==> config.mk <==
export PLATFORM = sky130hd
export DESIGN_NAME = tmds_gearbox
export DESIGN_NICKNAME = d
export VERILOG_FILES = /design/src/rtl/tmds_gearbox.sv
export SDC_FILE = /design/constraint.sdc
export NUM_CORES = 1
export LEC_CHECK = 0
export BUFFER_PORTS_ARGS = -buffer_cell sky130_fd_sc_hd__clkbuf_2
export CORE_MARGIN = 4
export CORE_UTILIZATION = 37
export DETAILED_ROUTE_END_ITERATION = 16
export GPL_TIMING_DRIVEN = 1
export PLACE_DENSITY = 0.69
export SLEW_MARGIN = 40
export SYNTH_ARGS = -nofsm -noshare
export SYNTH_HDL_FRONTEND = slang
export SYNTH_SLANG_ARGS = --single-unit
==> constraint.sdc <==
create_clock -name clk -period 1.45 [get_ports clk]
set_input_delay 0.2175 -clock clk [delete_from_list [all_inputs] [get_ports clk]]
set_output_delay 0.2175 -clock clk [all_outputs]
set_load 0.05 [all_outputs]
==> src/rtl/tmds_gearbox.sv <==
// tmds_gearbox: multi-lane word-to-chunk gearbox for the TMDS transmit path.
// Loads one WORD_WIDTH-bit symbol per lane every PHASES clocks and shifts it
// out LSB-first as OUT_WIDTH-bit chunks, all in the chunk-rate clock domain.
// WORD_WIDTH must be an integer multiple of OUT_WIDTH.
//
// Ports:
//   clk              chunk-rate clock
//   reset            synchronous active-high reset
//   s_data           one word per lane, lane c at [c*WORD_WIDTH +: WORD_WIDTH]
//   s_valid          s_data holds a word for all lanes
//   s_ready          word is taken this cycle (combinational, load cycle only)
//   pattern_en       load PATTERN_WORD instead of s_data at the next load
//   dout             registered chunk per lane, lane c at [c*OUT_WIDTH +: OUT_WIDTH]
//   word_start       dout carries chunk 0 of a word
//   underflow        sticky flag, set whenever IDLE_WORD is loaded
//   clear_underflow  clears underflow (an idle load in the same cycle wins)
module tmds_gearbox #(
    parameter int unsigned            CHANNELS     = 3,
    parameter int unsigned            WORD_WIDTH   = 10,
    parameter int unsigned            OUT_WIDTH    = 2,
    parameter logic [WORD_WIDTH-1:0]  IDLE_WORD    = 10'b1101010100,
    parameter logic [WORD_WIDTH-1:0]  PATTERN_WORD = 10'b0000011111,
    parameter logic [CHANNELS-1:0]    INVERT_MASK  = '0
) (
    input  logic                            clk,
    input  logic                            reset,
    input  logic [CHANNELS*WORD_WIDTH-1:0]  s_data,
    input  logic                            s_valid,
    output logic                            s_ready,
    input  logic                            pattern_en,
    output logic [CHANNELS*OUT_WIDTH-1:0]   dout,
    output logic                            word_start,
    output logic                            underflow,
    input  logic                            clear_underflow
);

    localparam int unsigned PHASES = WORD_WIDTH / OUT_WIDTH;
    localparam int unsigned PH_W   = (PHASES > 1) ? $clog2(PHASES) : 1;
    localparam logic [PH_W-1:0] LAST_PHASE = PH_W'(PHASES - 1);

    // Reset value of dout: zero data, shown through each lane's inversion.
    function automatic logic [CHANNELS*OUT_WIDTH-1:0] invert_expand();
        logic [CHANNELS*OUT_WIDTH-1:0] v;
        v = '0;
        for (int unsigned c = 0; c < CHANNELS; c++) begin
            v[c*OUT_WIDTH +: OUT_WIDTH] = {OUT_WIDTH{INVERT_MASK[c]}};
        end
        return v;
    endfunction

    localparam logic [CHANNELS*OUT_WIDTH-1:0] DOUT_RST = invert_expand();

    logic [PH_W-1:0]                          phase_q, phase_d;
    logic [CHANNELS-1:0][WORD_WIDTH-1:0]      shreg_q, shreg_d;
    logic [CHANNELS*OUT_WIDTH-1:0]            dout_q, dout_d;
    logic                                     word_start_q, word_start_d;
    logic                                     underflow_q, underflow_d;
    logic                                     load_cycle;
    logic                                     idle_load;

    assign load_cycle = (phase_q == LAST_PHASE);
    assign idle_load  = load_cycle && !pattern_en && !s_valid;
    assign s_ready    = load_cycle && !pattern_en && !reset;

    // Next-state: phase counter, per-lane shift/load, output chunk, flags.
    always_comb begin
        phase_d      = phase_q + PH_W'(1);
        shreg_d      = shreg_q;
        dout_d       = dout_q;
        word_start_d = (phase_q == '0);
        underflow_d  = underflow_q;

        if (load_cycle) begin
            phase_d = '0;
        end

        for (int unsigned c = 0; c < CHANNELS; c++) begin
            if (!load_cycle) begin
                shreg_d[c] = shreg_q[c] >> OUT_WIDTH;
            end else if (pattern_en) begin
                shreg_d[c] = PATTERN_WORD;
            end else if (s_valid) begin
                shreg_d[c] = s_data[c*WORD_WIDTH +: WORD_WIDTH];
            end else begin
                shreg_d[c] = IDLE_WORD;
            end
            dout_d[c*OUT_WIDTH +: OUT_WIDTH] =
                shreg_q[c][OUT_WIDTH-1:0] ^ {OUT_WIDTH{INVERT_MASK[c]}};
        end

        // Set has priority over clear.
        if (idle_load) begin
            underflow_d = 1'b1;
        end else if (clear_underflow) begin
            underflow_d = 1'b0;
        end
    end

    // State registers with synchronous reset; reset discards any partial word.
    always_ff @(posedge clk) begin
        if (reset) begin
            phase_q      <= '0;
            shreg_q      <= {CHANNELS{IDLE_WORD}};
            dout_q       <= DOUT_RST;
            word_start_q <= 1'b0;
            underflow_q  <= 1'b0;
        end else begin
            phase_q      <= phase_d;
            shreg_q      <= shreg_d;
            dout_q       <= dout_d;
            word_start_q <= word_start_d;
            underflow_q  <= underflow_d;
        end
    end

    assign dout       = dout_q;
    assign word_start = word_start_q;
    assign underflow  = underflow_q;

endmodule

Yosys cells after proc, flatten, opt, wreduce, memory -nomap -nowiden
Cells that the tools add are included.

$add $sub $neg: 1. Multipliers: 0. Div/mod/pow operators: 0. Magnitude comparators: 0. Equality and inequality tests: 1. Shift operators: 0. Muxes and demuxes: 11. Bitwise logic cells: 0. Reductions and logical operators: 9.

Operator list (count): 2-to-1 mux 10 bit (9); adder 3 x 1 -> 3 bit, second input constant (1); equality test 3 bit, second input constant (1); logical AND 1 bit (3); logical NOT 1 bit (3); logical NOT 3 bit (1); 2-to-1 mux 1 bit (2); nonzero test 2 bit (1); OR reduction 2 bit (1).

Flip-flop bits (word level): 41. Bits in latches: 0. Bits in writable memories: 0. Bits in read-only memories: 0. Input port bits: 35. Word-level logic and storage cells: 29. Memories: 0.

Depth between registers and ports, before layout
Gate-level depths: netlist (run 1).

Depth in word-level cells: 4. Mapped depth: 6. Gate-level depth less buffers: 4.

Worst setup path after synthesis (run 1)
Ideal clock, no wire load.

Path type: flip-flop to output port. From: reg phase_q[0]. To: out s_ready. Arrival: 1.424 ns. Required time: 1.233 ns. Setup slack: -0.191 ns. Stages on the path, launching flop included: 6. Cell sequence: dfxtp_1 inv_1 ha_1 buf_6 nand3b_2 nor2_1.

Cells in the longest elaborated chain, start to end: 3.

RTL lines: from (decl) (RTL line 53) `logic [PH_W-1:0] phase_q, phase_d;`; from (signal assigned) (RTL line 108) `phase_q <= phase_d;`; equality test 3 bit (RTL line 61) `assign load_cycle = (phase_q == LAST_PHASE);`; logical AND 1 bit (2 in a row) (RTL line 63) `assign s_ready = load_cycle && !pattern_en && !reset;`; to (decl) (RTL line 29) `output logic s_ready,`.

No other way between the ends.

Worst setup path after layout (run 1)
From: reg phase_q[1]. To: out s_ready.

The elaborated chain is that of the path after synthesis.

==> impl_metrics.csv, run 1 <==
group,metric,value,unit
layout,fillers,378,
power,intPower,0.00168,W
power,finalPower,0.00224,W
layout,drive_above_1_share,36.7,%
global_routing,grt_use_met1,15.0,%
clock_network,clkLatencyLatePin,290,ps
yosys,synth_top_area_cell,"dfxtp_1",
yosys,syn_nets,177,
sta,finalSetupViolations,0,
worst_setup_path,endpoint_kind,"output pin",
detailed_routing,drt_iter0_markers,39,
clock_network,htreeDepth,2,
power,power.density,1160,nW/µm²
sta,setup_ws,51.5,ps
power,comb_power_share,15.9,%
clock_network,cts_tree,"built",
floorplanning,row_count,23,
clock_network,clockBufferDepth,2,
sta,fin_crit,1400,ps
power,clkPwrFrac,29.5,%
worst_hold_path,worst_hold_path_type,"input port to flop",
yosys,synth_most_common_cell,"dfxtp_1",
global_routing,antenna_found_initial,0,
worst_setup_path,startpoint_type,"flop",
detailed_routing,wl_per_cell,12.9,µm
global_routing,grt_pass1_vias,1159,
worst_hold_path,hold_end,"shreg_q[12]",
clock_network,cts_inserted_buffers,5,
floorplanning,core,4000,µm²
power,seq_power_share,54.6,%
yosys,ys_types,24,
floorplanning,dieArea,5230,µm²
clock_network,cts-root-buf,"clkbuf_8",
global_routing,use_met2,21.1,%
layout,syn_to_final_growth,25.9,%
sta,fin_worst_skew,2.05,ps
sta,hold_slack,165,ps
worst_setup_path,reg2reg_to,"shreg_q[27]",
clock_network,cts_num_sinks,41,
detailed_routing,num_vias,1180,
sta,worst_pin_slew,293,ps
global_routing,grt_util_met3,6.37,%
worst_setup_path,critPathKind,"flop to output pin",
worst_setup_path,rrSetupSlack,50,ps
sta,fin_crit_sh,96.4,%
detailed_routing,vias_per_cell,4.96,
yosys,synthFlopType,"dfxtp_1",
worst_setup_path,crit_arrival,1180,ps
power,p_sw_share,25.1,%
place,pre_cts_ws,40.8,ps
detailed_routing,drtPass1Iterations,4,
run_status,status,"complete, no violations",
global_routing,grt_max_degree,21,
worst_hold_path,min_from,"s_data[12]",
yosys,synth_area_leaders,"dfxtp_1 54%, a21oi_1 6.5%, nand2b_1 4.5%, a211oi_1 4.4%, a32o_1 3.9%",
global_routing,grt_overflow_total,0,
job,maxCapViolations,0,
yosys,synthTopCellsByCount,"41 x dfxtp_1, 20 x a21oi_1, 11 x nand2b_1",
yosys,synth-warning-count,0,
sta,slew_headroom,80.4,%
place,gp_congestion,0.713,
floorplanning,die_h,72.3,µm
yosys,synth_edf_count,0,
detailed_routing,drtAntennaViolNets,0,
yosys,syn_inst,140,
floorplanning,pin_count,44,
clock_network,clk_pin_slew_worst_paths,70,ps
floorplanning,die-width,72.3,µm
power,ir_worst_vdd,0.532,mV
place,portBuffers,43,
worst_setup_path,r2r_cells,6,
power,switching_power,0.000561,W
place,dp_hpwl,2160,µm
sta,finalHoldViolCount,0,
floorplanning,initial_core_util,38.2,%
power,p_leak,0.851,nW
yosys,yosysTopAreaCellShare,53.7,%
clock_network,hold_buffers,0,
yosys,synth-seq-area-share,53.7,%
global_routing,track_usage,13.4,%
yosys,syn-cell-area,1530,µm²
sta,setup_tns,0,ps
worst_setup_path,required,1230,ps
global_routing,grt_first_pass_wirelength,5200,µm
worst_setup_path,r2r-start,"phase_q[0]",
sta,report.final.slew_viol_count,0,
layout,layout.nets,226,
worst_setup_path,critPathMaxFanout,2,
detailed_routing,drc,0,
sta,max_freq,715,MHz
sta,rsz0062_at_grt,"yes",
yosys,async_reset_ff_share,0,%
detailed_routing,wl,3060,µm
global_routing,grt.busiest_layer,"met2",
yosys,ys_ff_latch,41,
layout,antenna_cells,0,
yosys,syn_area_per_cell,10.9,µm²
worst_hold_path,hold_depth,2,
[registers in the layout, indices dropped and copies added (netlist names)]
register	cells
dout	6
dout_d	6
phase_q	3
shreg_q	24
underflow	1
word_start	1
[cells by family after synthesis]
group	share of synthesized area, %
AOI/OAI and AO/OA	25.7
DFF	53.7
and+or+nand+nor	11.9
buffers and inverters	6.46
adders and majority gates	1.64
xor gates and xnor gates	0.573
[critical path, stage by stage, from the launching register on]
cell      delay (ps)
dfxtp_2          330
inv_2             60
ha_4             140
nand3b_4          90
nor2_4           120
buf_12           140
[power groups by stage]
stage | registers [W] | clock network, W | logic [W]
floorplan | 0.00128 | 0 | 0.000191
global placement | 0.00124 | 0 | 0.000328
detailed placement | 0.00124 | 0 | 0.000332
CTS | 0.00122 | 0.000694 | 0.000355
global route | 0.00123 | 0.000734 | 0.000396
finish | 0.00122 | 0.000661 | 0.000356
[repair_timing]
| item | in CTS | in global routing |
|---|---|---|
| gates cloned | 0 | 1 |
| endpoints found under the hold margin | 0 | 0 |
| setup endpoints to repair | 1 | 13 |
| setup buffers | 2 | 0 |
| resized for setup | 6 | 3 |
| pin swaps | 2 | 2 |
[layout make-up]
cell class | count | area (µm²) | area share [%]
tap | 50 | 62.6 | 3.25
inverter | 3 | 11.3 | 0.585
timing repair buffer | 53 | 305 | 15.9
clock buffer | 5 | 68.8 | 3.58
sequential | 41 | 823 | 42.8
clock inverter | 1 | 5.00 | 0.260
multi-input combinational | 85 | 648 | 33.7
[layout by cell type (no fill, tap or decap), types with 2 or more instances in the layout]
cell type,count
nand2b_1,11
dfxtp_1,39
a211oi_1,9
buf_4,10
a32o_1,6
a21boi_0,3
o32a_1,6
a21o_1,6
clkbuf_8,5
clkbuf_2,42
a21oi_1,20
nor2_1,2
dfxtp_2,2
inv_2,2
nor2b_1,6
a311o_1,3
[worst max-delay path by stage]
| stage | startpoint | end | slack [ps] | cells past startpoint |
|---|---|---|---|---|
| CTS | phase_q[1] | shreg_q[27] | 6 | 6 |
| global route | phase_q[1] | s_ready | -10 | 5 |
| detailed placement | phase_q[0] | shreg_q[27] | 40 | 5 |
| finish | phase_q[1] | s_ready | 50 | 5 |
| floorplan | phase_q[0] | s_ready | 30 | 5 |
| global placement | phase_q[0] | shreg_q[15] | 70 | 5 |
[routing by layer]
| metal | up-vias | share of wire, % | wire length (µm) |
|---|---|---|---|
| li1 | 604 | - | - |
| met2 | 40 | 44 | 1360 |
| met1 | 531 | 44 | 1340 |
| met4 | 0 | 2.3 | 69 |
| met5 | - | 0 | 0 |
| met3 | 5 | 9.3 | 284 |
[through the flow]
| step | utilization [%] | instance area [µm²] | std cells |
|---|---|---|---|
| final | 48.1 | 1920 | 238 |
| after detailed placement | 44.9 | 1800 | 229 |
| after CTS | 47.8 | 1910 | 237 |
| after floorplan | - | 1530 | 140 |
| after global routing | 48.1 | 1920 | 238 |
| after global placement | 44.9 | 1800 | 229 |
No activity file was read; power rests on OpenSTA's default activity.
==> run 2, diff against run 1 <==
--- a/config.mk
+++ b/config.mk
@@ -10,7 +10,6 @@
 export CORE_UTILIZATION = 37
 export DETAILED_ROUTE_END_ITERATION = 16
 export GPL_TIMING_DRIVEN = 1
-export PLACE_DENSITY = 0.69
 export SLEW_MARGIN = 40
 export SYNTH_ARGS = -nofsm -noshare
 export SYNTH_HDL_FRONTEND = slang
==> run 2 against run 1 <==
Effect of this change: sequential power is essentially flat; via count up 1.2%; non-clock buffer count increased by 1; die area unchanged; combinational power barely moved; register-to-register slack hardly changed; clock skew is essentially flat; maximum frequency grew 0.13%; sequential cell count stayed put; count of clock-buffer cells in the layout unchanged; critical endpoint is now shreg_q[2]; final area up 1.8%; total power rose by 8.7%.
==> impl_metrics.csv, run 2 (synthesis results as in run 1) <==
group,metric,value,unit
run_status,status,"complete, no violations",
floorplanning,die-width,72.3,µm
detailed_routing,drt_iter0_markers,40,
detailed_routing,top_layer_used,"met4",
clock_network,cts_tree,"built",
clock_network,cts-root-buf,"clkbuf_8",
place,dpl-instance-area,1800,µm²
worst_setup_path,cp_common_cell,"buf_4",
detailed_routing,vias_per_cell,5.00,
layout,drive_above_1_share,37.0,%
floorplanning,core,4000,µm²
clock_network,cts_num_sinks,41,
worst_setup_path,critPathMaxFanout,8,
floorplanning,initial_core_util,38.2,%
layout,antenna_cells,0,
power,power.density,1240,nW/µm²
power,ir_worst_vdd,0.563,mV
worst_setup_path,cp-startpoint,"phase_q[1]",
detailed_routing,wl_met2,1500,µm
layout,fin_area,1960,µm²
worst_setup_path,endpoint_kind,"flop",
sta,slew_headroom,72.3,%
floorplanning,pin_count,44,
detailed_routing,met3_length,198,µm
power,p_leak,0.863,nW
place,pre_cts_ws,35.7,ps
layout,multi_input_area,646,µm²
job,maxCapViolations,0,
layout,regMostFlops,"shreg_q",
sta,worst_pin_slew,415,ps
detailed_routing,drtPass1Iterations,4,
sta,fin_crit_sh,96.3,%
worst_setup_path,r2r_cells,6,
detailed_routing,wl_per_cell,13.2,µm
worst_hold_path,worst_hold_path_type,"input port to flop",
layout,layout_common_cells,"42 x clkbuf_2, 40 x dfxtp_1, 20 x a21oi_1",
clock_network,clockBufferDepth,2,
worst_setup_path,crit_slowest_cell,"dfxtp_1",
worst_setup_path,startpoint_type,"flop",
worst_setup_path,critPathKind,"flop to flop",
clock_network,clk_pin_slew_worst_paths,70,ps
global_routing,antenna_found_initial,0,
worst_setup_path,crit_end,"shreg_q[2]",
worst_setup_path,required,1630,ps
place,gp_congestion,0.737,
worst_setup_path,r2r-start,"phase_q[1]",
floorplanning,die_h,72.3,µm
detailed_routing,wl,3170,µm
sta,fin_worst_skew,2.10,ps
sta,rsz0062_at_grt,"no",
floorplanning,dieArea,5230,µm²
sta,finalSetupViolations,0,
sta,hold_slack,168,ps
layout,layout.nets,226,
clock_network,htreeDepth,2,
clock_network,cts_inserted_buffers,5,
layout,fillers,364,
place,dp_hpwl,2290,µm
global_routing,grt_pass1_vias,1217,
sta,setup_ws,53.4,ps
detailed_routing,drtAntennaViolNets,0,
worst_setup_path,rrSetupSlack,50,ps
global_routing,grt_max_degree,18,
layout,seq_area,822,µm²
global_routing,track_usage,13.1,%
sta,max_freq,716,MHz
worst_setup_path,reg2reg_to,"shreg_q[2]",
layout,final_common_cell,"clkbuf_2",
layout,largest_register_ffs,24,
worst_setup_path,crit_chain,"inv_2 > ha_4 > buf_4 > buf_4 > a21o_4 > o32a_1",
detailed_routing,met1_length,1440,µm
sta,finalHoldViolCount,0,
clock_network,clkLatencyLatePin,280,ps
worst_setup_path,crit_arrival,1570,ps
floorplanning,row_count,23,
place,portBuffers,43,
sta,report.final.slew_viol_count,0,
global_routing,grt_first_pass_wirelength,5260,µm
global_routing,grt_overflow_total,0,
layout,syn_to_final_growth,28.1,%
detailed_routing,drc,0,
worst_setup_path,crit_path_max_incr_delay,350,ps
detailed_routing,num_vias,1194,
sta,setup_tns,0,ps
sta,fin_crit,1400,ps
[run 2: critical path, delay by kind of cell (launching register included)]
kind	cells	cell delay (ps)
AOI/OAI and AO/OA	2	430
adders and majority gates	1	160
buffers and inverters	3	350
DFF	1	350
[run 2: routing by layer]
layer,vias to the layer above,track usage [%]
met3,4,4.99
met4,0,4.38
li1,606,-
met1,545,15.1
met5,-,0
met2,39,22.1
[run 2: cell type report]
type	count	share of cell area [%]
Clock inverter	2	1.79
Clock buffer	5	3.51
Tap cell	50	3.19
Multi-Input combinational cell	84	33.0
Inverter	3	0.575
Sequential cell	41	42.0
Timing Repair Buffer	54	16.0
[run 2: repair_timing]
action	in CTS	in global routing
gates cloned	0	0
setup endpoints to repair	1	7
buffers inserted	2	0
hold buffers	0	0
pin swaps	2	1
hold endpoints to repair	0	0
resized for setup	6	2
[run 2: where the power goes]
group	switching [W]	leakage, nW	internal [W]
Clock	0.000358	0.0540	0.000500
Combinational	0.000195	0.470	0.000160
Sequential	0.0000225	0.339	0.00120
Total	0.000575	0.863	0.00186
[run 2: stage by stage]
step | total power, W | instances | util (%)
after floorplan | 0.00147 | 140 | -
after global placement | 0.00157 | 230 | 45.1
after detailed placement | 0.00158 | 230 | 45.1
after CTS | 0.00246 | 239 | 48.9
after global routing | 0.00255 | 239 | 49.0
final | 0.00243 | 239 | 49.0
[run 2: worst min path at each step]
stage | depth (start not counted) | to | slack, ps | startpoint
floorplan | 1 | shreg_q[15] | 370 | s_data[15]
global placement | 1 | dout[2] | 420 | dout_d[2]
detailed placement | 1 | dout[5] | 420 | dout_d[5]
CTS | 2 | shreg_q[24] | 160 | s_data[24]
global route | 2 | shreg_q[27] | 170 | s_data[27]
finish | 2 | shreg_q[24] | 170 | s_data[24]
==> run 3, diff against run 2 <==
--- a/config.mk
+++ b/config.mk
@@ -10,6 +10,7 @@
 export CORE_UTILIZATION = 37
 export DETAILED_ROUTE_END_ITERATION = 16
 export GPL_TIMING_DRIVEN = 1
+export RECOVER_POWER = 100
 export SLEW_MARGIN = 40
 export SYNTH_ARGS = -nofsm -noshare
 export SYNTH_HDL_FRONTEND = slang
==> run 3 against run 2 <==
Effect of this change: setup slack barely moved; core utilization fell by 0.44 points; combinational power fell by 3%; clock power barely moved; global-route usage did not move; first-iteration DRC count rose by 7.5%; register-to-register slack barely moved; total power fell by 0.28%; sequential cell count did not move; sequential share of layout area rose by 0.38 points; maximum frequency barely moved; largest cell class unchanged.
==> impl_metrics.csv, run 3 (synthesis results as in run 1) <==
group,metric,value,unit
layout,regMostFlops,"shreg_q",
worst_setup_path,critPathMaxFanout,8,
clock_network,cts_num_sinks,41,
power,p_sw_share,23.8,%
layout,syn_to_final_growth,26.9,%
worst_setup_path,r2r_cells,6,
global_routing,grt_pass1_vias,1217,
power,intPower,0.00185,W
sta,fin_worst_skew,1.20,ps
worst_setup_path,endpoint_kind,"flop",
global_routing,track_usage,13.1,%
sta,finalSetupViolations,0,
power,p_leak,0.829,nW
place,dp_hpwl,2290,µm
detailed_routing,num_vias,1185,
place,dp.cells,230,
floorplanning,row_count,23,
power,power.density,1250,nW/µm²
worst_setup_path,reg2reg_to,"shreg_q[2]",
place,portBuffers,43,
global_routing,use_met2,22.1,%
place,gp_congestion,0.737,
global_routing,grt_use_met1,15.1,%
layout,final_common_cell,"dfxtp_1",
floorplanning,initial_core_util,38.2,%
layout,multi_input_area,646,µm²
power,comb_power_share,14.3,%
clock_network,cts_tree,"built",
sta,worst_pin_slew,602,ps
worst_hold_path,min_from,"s_data[24]",
floorplanning,core,4000,µm²
worst_hold_path,hold_end,"shreg_q[24]",
run_status,status,"complete, no violations",
detailed_routing,vias_per_cell,4.96,
global_routing,grt.busiest_layer,"met2",
sta,rsz0062_at_grt,"no",
detailed_routing,drtPass1Iterations,6,
detailed_routing,wl_per_cell,13.3,µm
worst_hold_path,worst_hold_path_type,"input port to flop",
power,clkPwrFrac,35.4,%
clock_network,htreeDepth,2,
worst_setup_path,rrSetupSlack,50,ps
detailed_routing,drc,0,
power,ir_worst_vdd,0.563,mV
worst_setup_path,required,1620,ps
worst_setup_path,startpoint_type,"flop",
detailed_routing,wl,3180,µm
layout,layout_common_cells,"40 x dfxtp_1, 34 x clkbuf_2, 20 x a21oi_1",
layout,fillers,372,
layout,seq_area,822,µm²
worst_setup_path,crit_arrival,1570,ps
layout,drive_above_1_share,31.7,%
worst_setup_path,critPathKind,"flop to flop",
layout,final-instance-count-excl-fill,239,
clock_network,cts_inserted_buffers,5,
layout,antenna_cells,0,
detailed_routing,drt_iter0_markers,43,
sta,fin_crit,1400,ps
job,maxCapViolations,0,
global_routing,antenna_found_initial,0,
worst_hold_path,hold_depth,2,
floorplanning,pin_count,44,
clock_network,clk_pin_slew_worst_paths,70,ps
sta,slew_headroom,60.0,%
layout,largest_register_ffs,24,
sta,report.final.slew_viol_count,0,
floorplanning,die_h,72.3,µm
floorplanning,die-width,72.3,µm
sta,hold_slack,169,ps
detailed_routing,drtAntennaViolNets,0,
global_routing,grt_max_degree,18,
clock_network,clkLatencyLatePin,280,ps
sta,setup_tns,0,ps
global_routing,grt_util_met3,4.99,%
power,switching_power,0.000577,W
layout,layout.nets,226,
floorplanning,dieArea,5230,µm²
sta,max_freq,716,MHz
power,seq_power_share,50.3,%
sta,finalHoldViolCount,0,
sta,fin_crit_sh,96.3,%
clock_network,cts-root-buf,"clkbuf_8",
global_routing,grt_overflow_total,0,
worst_setup_path,r2r-start,"phase_q[1]",
global_routing,grt_first_pass_wirelength,5260,µm
clock_network,clockBufferDepth,2,
==> run 3: changes by cell type in the layout (fill, tap and decap cells not counted) <==
cell / delta
buf_4: -2
clkbuf_1: +10
clkbuf_2: -8
==> run 3: final cells by class <==
cell class / instances / share of cell area, %
sequential: 41 / 42.4
multi-input combinational: 84 / 33.3
timing repair buffer: 54 / 15.2
clock buffer: 5 / 3.55
tap: 50 / 3.22
clock inverter: 2 / 1.81
inverter: 3 / 0.580
==> run 3: worst max-delay path by stage <==
| stage | startpoint | endpoint | cells past startpoint |
|---|---|---|---|
| finish | phase_q[1] | shreg_q[2] | 6 |
| CTS | phase_q[0] | s_ready | 5 |
| global route | phase_q[1] | s_ready | 5 |
| global placement | phase_q[0] | shreg_q[12] | 5 |
| floorplan | phase_q[0] | s_ready | 5 |
| detailed placement | phase_q[0] | shreg_q[2] | 5 |
==> run 3: worst max-delay path, cell delays in order, from the launching register on <==
cell and delay, ps:
dfxtp_1 350, inv_2 50, ha_4 160, buf_4 140, buf_4 160, a21o_4 250, o32a_1 180
==> run 3: power groups by stage <==
stage / clock (W) / combinational [W] / sequential (W)
after detailed placement: 0 / 0.000331 / 0.00125
after floorplan: 0 / 0.000191 / 0.00128
final: 0.000860 / 0.000347 / 0.00122
after CTS: 0.000880 / 0.000359 / 0.00122
after global routing: 0.000929 / 0.000386 / 0.00123
after global placement: 0 / 0.000322 / 0.00124
==> run 3: metrics by stage <==
step           total power (W)  util (%)  setup WS, ps  cell area, µm²
6_report               0.00243      48.5          53.2            1940
5_1_grt                0.00254      48.5          6.58            1940
4_1_cts                0.00246      48.9          8.99            1960
3_5_place_dp           0.00158      45.1          35.7            1800
3_3_place_gp           0.00157      45.1          82.7            1800
2_1_floorplan          0.00147         -          30.6            1530
==> run 3: per-layer routing <==
layer | vias to the layer above | share of wire, %
met3 | 4 | 6.6
li1 | 607 | -
met5 | - | 0
met2 | 37 | 47
met4 | 0 | 1.0
met1 | 537 | 45
==> run 3: repair_timing <==
item,in CTS,in global routing
setup endpoints to repair,1,7
buffers inserted,2,0
hold buffers,0,0
pin swaps,2,1
gates resized for setup,6,2
